<file path="src/rtl/stopwatch_pkg.sv">
// Shared types and constants for the stopwatch timekeeping core:
// control states, seven-segment codes and BCD digit limits.
package stopwatch_pkg;

   typedef enum logic [1:0] {IDLE, RUN, STOP, LAP} sw_state_t;

   localparam int DP_BIT = 7;

   localparam logic [3:0] BCD_MAX      = 4'd9;
   localparam logic [3:0] BCD_MAX_TENS = 4'd5;

   // Active-low g..a patterns with the dp bit off
   localparam logic [7:0] SEG_0     = 8'hC0;
   localparam logic [7:0] SEG_1     = 8'hF9;
   localparam logic [7:0] SEG_2     = 8'hA4;
   localparam logic [7:0] SEG_3     = 8'hB0;
   localparam logic [7:0] SEG_4     = 8'h99;
   localparam logic [7:0] SEG_5     = 8'h92;
   localparam logic [7:0] SEG_6     = 8'h82;
   localparam logic [7:0] SEG_7     = 8'hF8;
   localparam logic [7:0] SEG_8     = 8'h80;
   localparam logic [7:0] SEG_9     = 8'h90;
   localparam logic [7:0] SEG_BLANK = 8'hFF;

   function automatic logic is_counting(sw_state_t s);
      return (s == RUN) || (s == LAP);
   endfunction

endpackage

</file>
<file path="src/rtl/stopwatch_if.sv">
// Control pulses in, segment patterns and status out, between the
// stopwatch core (slave) and whatever drives it (master).
interface stopwatch_if;

   logic       start_stop;
   logic       clr;
   logic       lap;
   logic [7:0] in3;
   logic [7:0] in2;
   logic [7:0] in1;
   logic [7:0] in0;
   logic       running;
   logic       ovf;

   modport master (
      output start_stop, clr, lap,
      input  in3, in2, in1, in0, running, ovf
   );

   modport slave (
      input  start_stop, clr, lap,
      output in3, in2, in1, in0, running, ovf
   );

endinterface

</file>
<file path="src/rtl/bcd_to_sseg.sv">
// Combinational BCD digit to active-low seven-segment pattern with an
// optional decimal point; anything outside 0..9 blanks the digit.
module bcd_to_sseg
   import stopwatch_pkg::*;
(
   input  logic [3:0] bcd,
   input  logic       dp_en,
   output logic [7:0] sseg
);

   always_comb begin
      case (bcd)
         4'd0:    sseg = SEG_0;
         4'd1:    sseg = SEG_1;
         4'd2:    sseg = SEG_2;
         4'd3:    sseg = SEG_3;
         4'd4:    sseg = SEG_4;
         4'd5:    sseg = SEG_5;
         4'd6:    sseg = SEG_6;
         4'd7:    sseg = SEG_7;
         4'd8:    sseg = SEG_8;
         4'd9:    sseg = SEG_9;
         default: sseg = SEG_BLANK;
      endcase
      if (dp_en && (bcd <= BCD_MAX)) sseg[DP_BIT] = 1'b0;
   end

endmodule

</file>
<file path="src/rtl/stopwatch_core.sv">
// Stopwatch timekeeping: 0.1 s prescaler, cascaded BCD M.SS.T counter,
// run/stop/clear/lap control and registered seven-segment outputs.
module stopwatch_core
   import stopwatch_pkg::*;
#(
   parameter int CLK_HZ  = 50_000_000,
   parameter int TICK_HZ = 10
) (
   input  logic        clk,
   input  logic        reset,
   stopwatch_if.slave  sw
);

   localparam int             DIV     = CLK_HZ / TICK_HZ;
   localparam int             PW      = $clog2(DIV);
   localparam logic [PW-1:0]  PRE_MAX = PW'(DIV - 1);

   sw_state_t        state;
   sw_state_t        next_state;
   logic             running;
   logic [PW-1:0]    prescaler;
   logic [3:0][3:0]  live;
   logic [3:0][3:0]  lap_digits;
   logic [3:0][3:0]  disp;
   logic [3:0]       wrap;
   logic [3:0][7:0]  seg_next;
   logic [3:0][7:0]  seg_q;
   logic             ovf_pre;
   logic             ovf_q;
   logic             tick;
   logic             advance;
   logic             clear;

   // clr outranks start_stop, which outranks lap; illegal events fall through
   always_comb begin
      next_state = state;
      case (state)
         IDLE: if (sw.start_stop) next_state = RUN;
         RUN: begin
            if (sw.start_stop)  next_state = STOP;
            else if (sw.lap)    next_state = LAP;
         end
         LAP: begin
            if (sw.start_stop)  next_state = STOP;
            else if (sw.lap)    next_state = RUN;
         end
         STOP: begin
            if (sw.clr)             next_state = IDLE;
            else if (sw.start_stop) next_state = RUN;
         end
         default: next_state = IDLE;
      endcase
   end

   // A tick on the edge that leaves the counting states is dropped
   assign tick    = is_counting(state) && (prescaler == PRE_MAX);
   assign advance = tick && is_counting(next_state);
   assign clear   = (state == STOP) && (next_state == IDLE);

   assign wrap[0] = (live[0] == BCD_MAX);
   assign wrap[1] = wrap[0] && (live[1] == BCD_MAX);
   assign wrap[2] = wrap[1] && (live[2] == BCD_MAX_TENS);
   assign wrap[3] = wrap[2] && (live[3] == BCD_MAX);

   always_ff @(posedge clk or posedge reset) begin
      if (reset) begin
         state      <= IDLE;
         running    <= 1'b0;
         lap_digits <= '0;
      end else begin
         state   <= next_state;
         running <= is_counting(next_state);
         if ((state == RUN) && (next_state == LAP)) lap_digits <= live;
      end
   end

   // STOP holds the prescaler so a resumed run keeps the partial tick
   always_ff @(posedge clk or posedge reset) begin
      if (reset) begin
         prescaler <= '0;
      end else if ((state == IDLE) || clear) begin
         prescaler <= '0;
      end else if (is_counting(state)) begin
         prescaler <= tick ? '0 : prescaler + 1'b1;
      end
   end

   always_ff @(posedge clk or posedge reset) begin
      if (reset) begin
         live <= '0;
      end else if (clear) begin
         live <= '0;
      end else if (advance) begin
         live[0] <= wrap[0] ? 4'd0 : live[0] + 4'd1;
         if (wrap[0]) live[1] <= wrap[1] ? 4'd0 : live[1] + 4'd1;
         if (wrap[1]) live[2] <= wrap[2] ? 4'd0 : live[2] + 4'd1;
         if (wrap[2]) live[3] <= wrap[3] ? 4'd0 : live[3] + 4'd1;
      end
   end

   assign disp = (state == LAP) ? lap_digits : live;

   for (genvar i = 0; i < 4; i++) begin : g_dig
      bcd_to_sseg u_dig (
         .bcd   (disp[i]),
         .dp_en ((i == 1) || (i == 3)),
         .sseg  (seg_next[i])
      );
   end

   // ovf goes through two stages so it lines up with the 0.00.0 patterns
   always_ff @(posedge clk or posedge reset) begin
      if (reset) begin
         seg_q   <= {8'h40, 8'hC0, 8'h40, 8'hC0};
         ovf_pre <= 1'b0;
         ovf_q   <= 1'b0;
      end else begin
         seg_q   <= seg_next;
         ovf_pre <= advance && wrap[3];
         ovf_q   <= ovf_pre;
      end
   end

   assign sw.in3     = seg_q[3];
   assign sw.in2     = seg_q[2];
   assign sw.in1     = seg_q[1];
   assign sw.in0     = seg_q[0];
   assign sw.running = running;
   assign sw.ovf     = ovf_q;

endmodule

</file>
<file path="src/flat_wrapper.sv">
// flat-port wrapper written by rule: the top's interface ports become plain ports
module stopwatch_core_flat import stopwatch_pkg::*;
#(
   parameter int CLK_HZ  = 50_000_000,
   parameter int TICK_HZ = 10
)
  (clk, reset, sw_start_stop, sw_clr, sw_lap, sw_in3, sw_in2, sw_in1, sw_in0, sw_running, sw_ovf);
  stopwatch_if sw_i ();
  input  logic clk;
  input  logic reset;
  input wire logic [$bits(sw_i.start_stop)-1:0] sw_start_stop;
  input wire logic [$bits(sw_i.clr)-1:0] sw_clr;
  input wire logic [$bits(sw_i.lap)-1:0] sw_lap;
  output wire logic [$bits(sw_i.in3)-1:0] sw_in3;
  output wire logic [$bits(sw_i.in2)-1:0] sw_in2;
  output wire logic [$bits(sw_i.in1)-1:0] sw_in1;
  output wire logic [$bits(sw_i.in0)-1:0] sw_in0;
  output wire logic [$bits(sw_i.running)-1:0] sw_running;
  output wire logic [$bits(sw_i.ovf)-1:0] sw_ovf;
  assign sw_i.start_stop = sw_start_stop;
  assign sw_i.clr = sw_clr;
  assign sw_i.lap = sw_lap;
  assign sw_in3 = sw_i.in3;
  assign sw_in2 = sw_i.in2;
  assign sw_in1 = sw_i.in1;
  assign sw_in0 = sw_i.in0;
  assign sw_running = sw_i.running;
  assign sw_ovf = sw_i.ovf;
  stopwatch_core #(.CLK_HZ(CLK_HZ), .TICK_HZ(TICK_HZ)) u_core (.clk(clk), .reset(reset), .sw(sw_i));
endmodule
</file>
<file path="config.mk">
export PLATFORM = sky130hd
export DESIGN_NAME = stopwatch_core_flat
export DESIGN_NICKNAME = d
export VERILOG_FILES = /design/src/rtl/stopwatch_pkg.sv /design/src/rtl/stopwatch_if.sv /design/src/rtl/bcd_to_sseg.sv /design/src/rtl/stopwatch_core.sv /design/src/flat_wrapper.sv
export SDC_FILE = /design/constraint.sdc
export NUM_CORES = 1
export LEC_CHECK = 0
export ABC_AREA = 1
export CAP_MARGIN = 20
export CORE_ASPECT_RATIO = 0.8
export CORE_MARGIN = 10
export CORE_UTILIZATION = 63
export CTS_CLUSTER_DIAMETER = 80
export CTS_CLUSTER_SIZE = 20
export DETAILED_ROUTE_END_ITERATION = 10
export GPL_TIMING_DRIVEN = 0
export HOLD_SLACK_MARGIN = 0.12
export PLACE_DENSITY = 0.95
export SLEW_MARGIN = 30
export SYNTH_ARGS = -nofsm -noshare
export SYNTH_HDL_FRONTEND = slang
export SYNTH_SLANG_ARGS = --single-unit
</file>
<file path="constraint.sdc">
create_clock -name clk -period 8.04 [get_ports clk]
set_clock_uncertainty 0.2 [all_clocks]
set_input_delay 1.608 -clock clk [delete_from_list [all_inputs] [get_ports clk]]
set_output_delay 1.608 -clock clk [all_outputs]
set_load 0.03 [all_outputs]
</file>
==> results of run 1 <==
## layout make-up
cell class	instances	area [sq um]
Buffer	14	101
Fill cell	578	2040
Inverter	81	309
Multi-Input combinational cell	465	2430
Sequential cell	89	2230
Timing Repair Buffer	37	388
Clock inverter	5	87.6
Tap cell	108	135
Clock buffer	11	141
## registers in the layout, indices dropped and copies added (netlist names), 2 cells and up
signal and cells:
u_core.live 16, u_core.prescaler 23, u_core.sw.in1 8, u_core.sw.in3 8, u_core.state 2, u_core.lap_digits 16
u_core.sw.in0 7, u_core.sw.in2 7
## routing by layer
| metal | GRT usage [%] | share of wire, % |
|---|---|---|
| met1 | 26.5 | 44 |
| met3 | 4.94 | 8.2 |
| met5 | 0 | 0 |
| met2 | 31.0 | 46 |
| met4 | 6.48 | 1.8 |
## worst min path at each step
| stage | startpoint | endpoint | slack [ns] |
|---|---|---|---|
| global route | u_core.ovf_pre$_DFF_PP0_ | u_core.sw.ovf$_DFF_PP0_ | 0.19 |
| finish | u_core.ovf_pre$_DFF_PP0_ | u_core.sw.ovf$_DFF_PP0_ | 0.20 |
| global placement | u_core.ovf_pre$_DFF_PP0_ | u_core.sw.ovf$_DFF_PP0_ | 0.18 |
| floorplan | u_core.ovf_pre$_DFF_PP0_ | u_core.sw.ovf$_DFF_PP0_ | 0.13 |
| detailed placement | u_core.ovf_pre$_DFF_PP0_ | u_core.sw.ovf$_DFF_PP0_ | 0.18 |
| CTS | u_core.ovf_pre$_DFF_PP0_ | u_core.sw.ovf$_DFF_PP0_ | 0.20 |
## cell usage in the layout, fill, tap and decap left out, drive strengths merged
master | synthesis | final
nand2 | 164 | 164
nor2 | 91 | 91
dfrtp | 85 | 85
inv | 80 | 81
o21ai | 79 | 79
nand3 | 54 | 54
clkdlybuf4s50 | 0 | 36
ha | 29 | 29
clkbuf | 2 | 13
buf | 12 | 13
xor2 | 11 | 11
nand4 | 10 | 10
a21oi | 10 | 10
nor3 | 5 | 5
xnor2 | 4 | 4
dfstp | 4 | 4
o31ai | 3 | 3
conb | 1 | 2
bufinv | 0 | 2
o21bai | 2 | 2
clkinv | 1 | 2
o211ai | 1 | 1
clkinvlp | 0 | 1
## cells by family after synthesis
group	after synthesis	synth area share (%)
buffers and inverters	95	8.00
DFF	89	44.0
other	1	0.0740
AOI/OAI and AO/OA	95	11.0
and+or+nand+nor	324	27.1
xor gates and xnor gates	15	2.59
adders and majority gates	29	7.16
## metrics by stage
step | utilization, % | hold WS, ns | worst slack [ns] | total power, mW | std cells
global placement | 70.7 | 0.176 | 2.72 | 1.46 | 793
finish | 74.0 | 0.199 | 4.68 | 1.88 | 810
CTS | 74.0 | 0.196 | 4.66 | 1.88 | 810
floorplan | - | 0.131 | 3.93 | 1.24 | 649
detailed placement | 71.1 | 0.177 | 4.46 | 1.53 | 794
global route | 74.0 | 0.193 | 4.63 | 2.01 | 810
## power by group
| part | internal (mW) | switching, mW |
|---|---|---|
| clock network | 0.186 | 0.165 |
| registers | 0.569 | 0.0685 |
| logic | 0.305 | 0.589 |
| total | 1.06 | 0.822 |
==> flow_metrics.tcl, run 1 <==
set metrics [dict create \
    holdBufCountCts 0 \
    insertedDiodeCount 0 \
    dpl-instance-area_sq_um 5600 \
    insertion_delay_ns 0.36 \
    die_h_microns 100 \
    synth_seq_cells 89 \
    crit_type "flip-flop to primary output" \
    path_buf_inv 1 \
    timing.critical_path.from_type "flip-flop" \
    grt_remaining_overflow 0 \
    critical_path.top_delay_family "buffers and inverters" \
    tritoncts "done" \
    dieArea_sq_um 12100 \
    die_x_microns 120 \
    synthDominantAreaCellType "dfrtp_1" \
    count_of_cell_types_in_the_netlist 34 \
    setup.worst_path.end_class "primary output" \
    remaining_drc_errors 0 \
    commonest_cells_in_the_synthesized_netlist "nand2_1 (158), nor2_1 (87), dfrtp_1 (85)" \
    count_of_nets_left_with_antenna_violations_after_detail_routing 0 \
    final_max_tran_viols 0 \
    synthCells 648 \
    ys_async_sr_fraction_pct 100 \
    placement.io_buffers 36 \
    r2r-end "u_core.live[6]$_DFFE_PP0P_" \
    ys.flop_type "dfrtp_1" \
    root_buffer "clkbuf_8" \
    drt-total-wl_mm 12.0 \
    post-synth-top-area-fraction_pct 42.0 \
    layout.cell_area.non_filler_sq_um 5830 \
    start_util_pct 64.4 \
    netlist_area_sq_um 5070 \
    grt_antenna_before_repair 0 \
    worstHoldPathCells 0 \
    avgRoutedWirePerCell_microns 14.9 \
    synth_enable_flop_cells 0 \
    coreArea_sq_um 7870 \
    io-pin-count 39 \
    number_of_global_route_vias_before_repair 4179 \
    grt_start_max_net_pins 76 \
    setup_viol_count_final 0 \
    postCtsSetupBuffers 0 \
    cts-resized-gates 0 \
    synth.top_cells.by_area "dfrtp_1 (42%), nand2_1 (12%), ha_1 (7.2%)" \
    area_growth_syn_to_layout_pct 15.0 \
    route.vias.total 4558 \
    critical_path.endpoint "sw_in3[6]" \
    std_cell_rows 29 \
    status "completed" \
    worst-r2r-cell-count 11 \
    cpPeakStageDelay_ns 0.66 \
    cts-buffers-inserted 9 \
    post-synth-top-count-cell "nand2_1" \
    drtIter0Drc 577 \
    power-per-cell-area_nw_per_um2 323 \
    tns_ns 0 \
    max-cap-violations 0 \
    ordered_list_of_cells_on_the_worst_path "clkdlybuf4s50_1" \
    synth_area_per_cell_sq_um 7.82 \
    grt_util_all_layers_pct 19.8 \
    timing.critical_path.required_ns 6.23 \
    global_route_wire_length_before_repair_mm 19.9 \
    route.detailed.vias_per_inst 5.63 \
    layout.nets 731 \
    hold_viol_final 0 \
    path_clk_slew_ns 0.09 \
    power.static_leakage_nw 2.90 \
    worst_ep_arrival_time_ns 1.55 \
    final_min_period_over_clock_period_pct 41.8 \
    critical_path.slowest_cell "clkdlybuf4s50_1" \
    layout-drive-gt1-share_pct 10.3 \
    final.min_clock_period_ns 3.36 \
    cp_max_fo 1 \
    worst_hold_path_type "flip-flop to flip-flop" \
    finalWeightedCongestion 1.02 \
    ctsHtreeMaxLevel 3 \
    r2r-start "u_core.prescaler[0]$_DFFE_PP0P_" \
    synth_warnings 0 \
    vdd.ir_drop.worst_v 0.000185 \
    detailedPlacementHpwl_mm 8.94 \
    cp.depth 1 \
    clk_path_buf_depth 2 \
    fmaxAchievable_ghz 0.297 \
    synth_seq_area_share_pct 44.0 \
    setup_slack_of_the_most_critical_reg_to_reg_path_ns 5.61 \
    detailedRoute.firstPassIterationCount 6 \
    clock_sinks 89 \
    rsz0062_at_grt "false" \
    worst_setup_path_startpoint "u_core.sw.in3[6]$_DFF_PP1_" \
]
Power figures use the tool's default switching activity.
==> run 2: changes to the inputs <==
Settings changed: CORE_UTILIZATION 63 to 53, PLACE_DENSITY 0.95 to 0.86.
Clock period 8.04 ns to 2.76 ns, I/O delays scaled along.
==> flow_metrics.tcl, run 2 (same netlist as run 1, synthesis figures left out) <==
set metrics [dict create \
    grt_antenna_before_repair 0 \
    count_of_nets_left_with_antenna_violations_after_detail_routing 0 \
    timing.critical_path.from_type "flip-flop" \
    placement.io_buffers 36 \
    number_of_global_route_vias_before_repair 4110 \
    cts-buffers-inserted 9 \
    insertion_delay_ns 0.34 \
    holdBufCountCts 0 \
    dieArea_sq_um 13900 \
    drtIter0Drc 380 \
    grt_start_max_net_pins 31 \
    drt-total-wl_mm 11.4 \
    clock_sinks 89 \
    die_h_microns 107 \
    path_clk_slew_ns 0.06 \
    power.static_leakage_nw 2.94 \
    final.min_clock_period_ns 2.34 \
    tritoncts "done" \
    root_buffer "clkbuf_16" \
    ordered_list_of_cells_on_the_worst_path "buf_2, nand2_2, buf_6, buf_6, o21ai_1, ha_1, inv_1, o21ai_0, nand2_1" \
    area_growth_syn_to_layout_pct 17.0 \
    grt_remaining_overflow 0 \
    status "completed" \
    clk_path_buf_depth 2 \
    route.detailed.vias_per_inst 5.31 \
    worst_ep_arrival_time_ns 2.36 \
    cts-resized-gates 0 \
    cp_max_fo 10 \
    coreArea_sq_um 9190 \
    tns_ns 0 \
    crit_path_frequent_cell "buf_6" \
    max-cap-violations 0 \
    postCtsSetupBuffers 0 \
    crit_type "flip-flop to flip-flop" \
    die_x_microns 129 \
    timing.critical_path.required_ns 2.78 \
    commonest_cells_after_routing_fill_and_taps_aside "nand2_1 (158), nor2_1 (87), dfrtp_1 (85), inv_1 (72), nand3_1 (50)" \
    setup_viol_count_final 0 \
    ctsHtreeMaxLevel 3 \
    power-per-cell-area_nw_per_um2 938 \
    fin_hold_ws_ns 0.197 \
    std_cell_rows 31 \
    largest_reg_flops 23 \
    setup.worst_path.end_class "flip-flop" \
    vdd.ir_drop.worst_v 0.000348 \
    route.vias.total 4346 \
    grt_util_all_layers_pct 17.2 \
    layout.nets 733 \
    hold_viol_final 0 \
    avgRoutedWirePerCell_microns 13.9 \
    finalWeightedCongestion 0.938 \
    critical_path.slowest_cell "dfrtp_1" \
    fmaxAchievable_ghz 0.428 \
    remaining_drc_errors 0 \
    detailedPlacementHpwl_mm 8.68 \
    final_max_tran_viols 0 \
    detailedRoute.firstPassIterationCount 5 \
    regMostFlops "u_core.prescaler" \
    insertedDiodeCount 0 \
    layout-drive-gt1-share_pct 10.5 \
    layout.cells.most_common "nand2_1" \
    start_util_pct 55.1 \
    layout_top_registers "u_core.prescaler x23, u_core.lap_digits x16, u_core.live x16" \
    worst_hold_path_type "flip-flop to flip-flop" \
    rsz0062_at_grt "false" \
    global_route_wire_length_before_repair_mm 19.5 \
    cpPeakStageDelay_ns 0.35 \
    io-pin-count 39 \
    final_min_period_over_clock_period_pct 84.7 \
]
[run 2: per-layer routing]
metal | part of all wire, % | GRT usage, %
met4 | 1.1 | 4.21
met1 | 48 | 23.6
met3 | 6.8 | 4.73
met2 | 45 | 26.2
met5 | 0 | 0
[run 2: critical path, delay by kind of cell (launching register included)]
family          cells  cell delay (ns)
compound gates      2             0.60
fa+ha+maj           1             0.22
buf+inv             4             0.58
simple gates        2             0.25
flops               1             0.35
[run 2: per-stage QoR]
stage                     std cells  util [%]  area, sq um  total power [mW]  setup WS (ns)
after floorplan                 649         -         5080              3.61          0.535
final                           819      64.5         5930              5.56          0.422
after global placement          800      60.7         5580              4.25          0.106
after CTS                       819      64.5         5930              5.59          0.411
after global routing            819      64.5         5930              5.95          0.188
after detailed placement        803      61.4         5650              4.40          0.216
[run 2: layout make-up]
type	count	area (sq um)
inverter	81	308
tap	115	144
sequential	89	2230
multi-input combinational	465	2430
fill	755	3260
buffer	14	101
clock buffer	11	243
timing repair buffer	39	428
clock inverter	5	38.8
[run 2: worst paths after layout]
check                                               start                          endpoint  slack [ns]  depth (start not counted)
worst max-delay path            u_core.state[0]$_DFF_PP0_        u_core.sw.in3[4]$_DFF_PP0_        0.42                          9
worst min-delay path             u_core.ovf_pre$_DFF_PP0_           u_core.sw.ovf$_DFF_PP0_        0.20                          0
worst max register to register  u_core.state[0]$_DFF_PP0_        u_core.sw.in3[4]$_DFF_PP0_        0.42                          9
worst min register to register   u_core.ovf_pre$_DFF_PP0_           u_core.sw.ovf$_DFF_PP0_        0.20                          0
max in group asynchronous                           reset        u_core.live[0]$_DFFE_PP0P_        1.18                          5
min in group asynchronous                           reset  u_core.prescaler[11]$_DFFE_PP0P_        0.34                          2
[run 2: report_power, final]
group          switching [mW]  leakage [nW]  total (mW)  internal, mW
Clock                   0.510         0.136        1.15         0.639
Combinational            1.66          1.62        2.56         0.894
Sequential              0.195          1.18        1.85          1.66
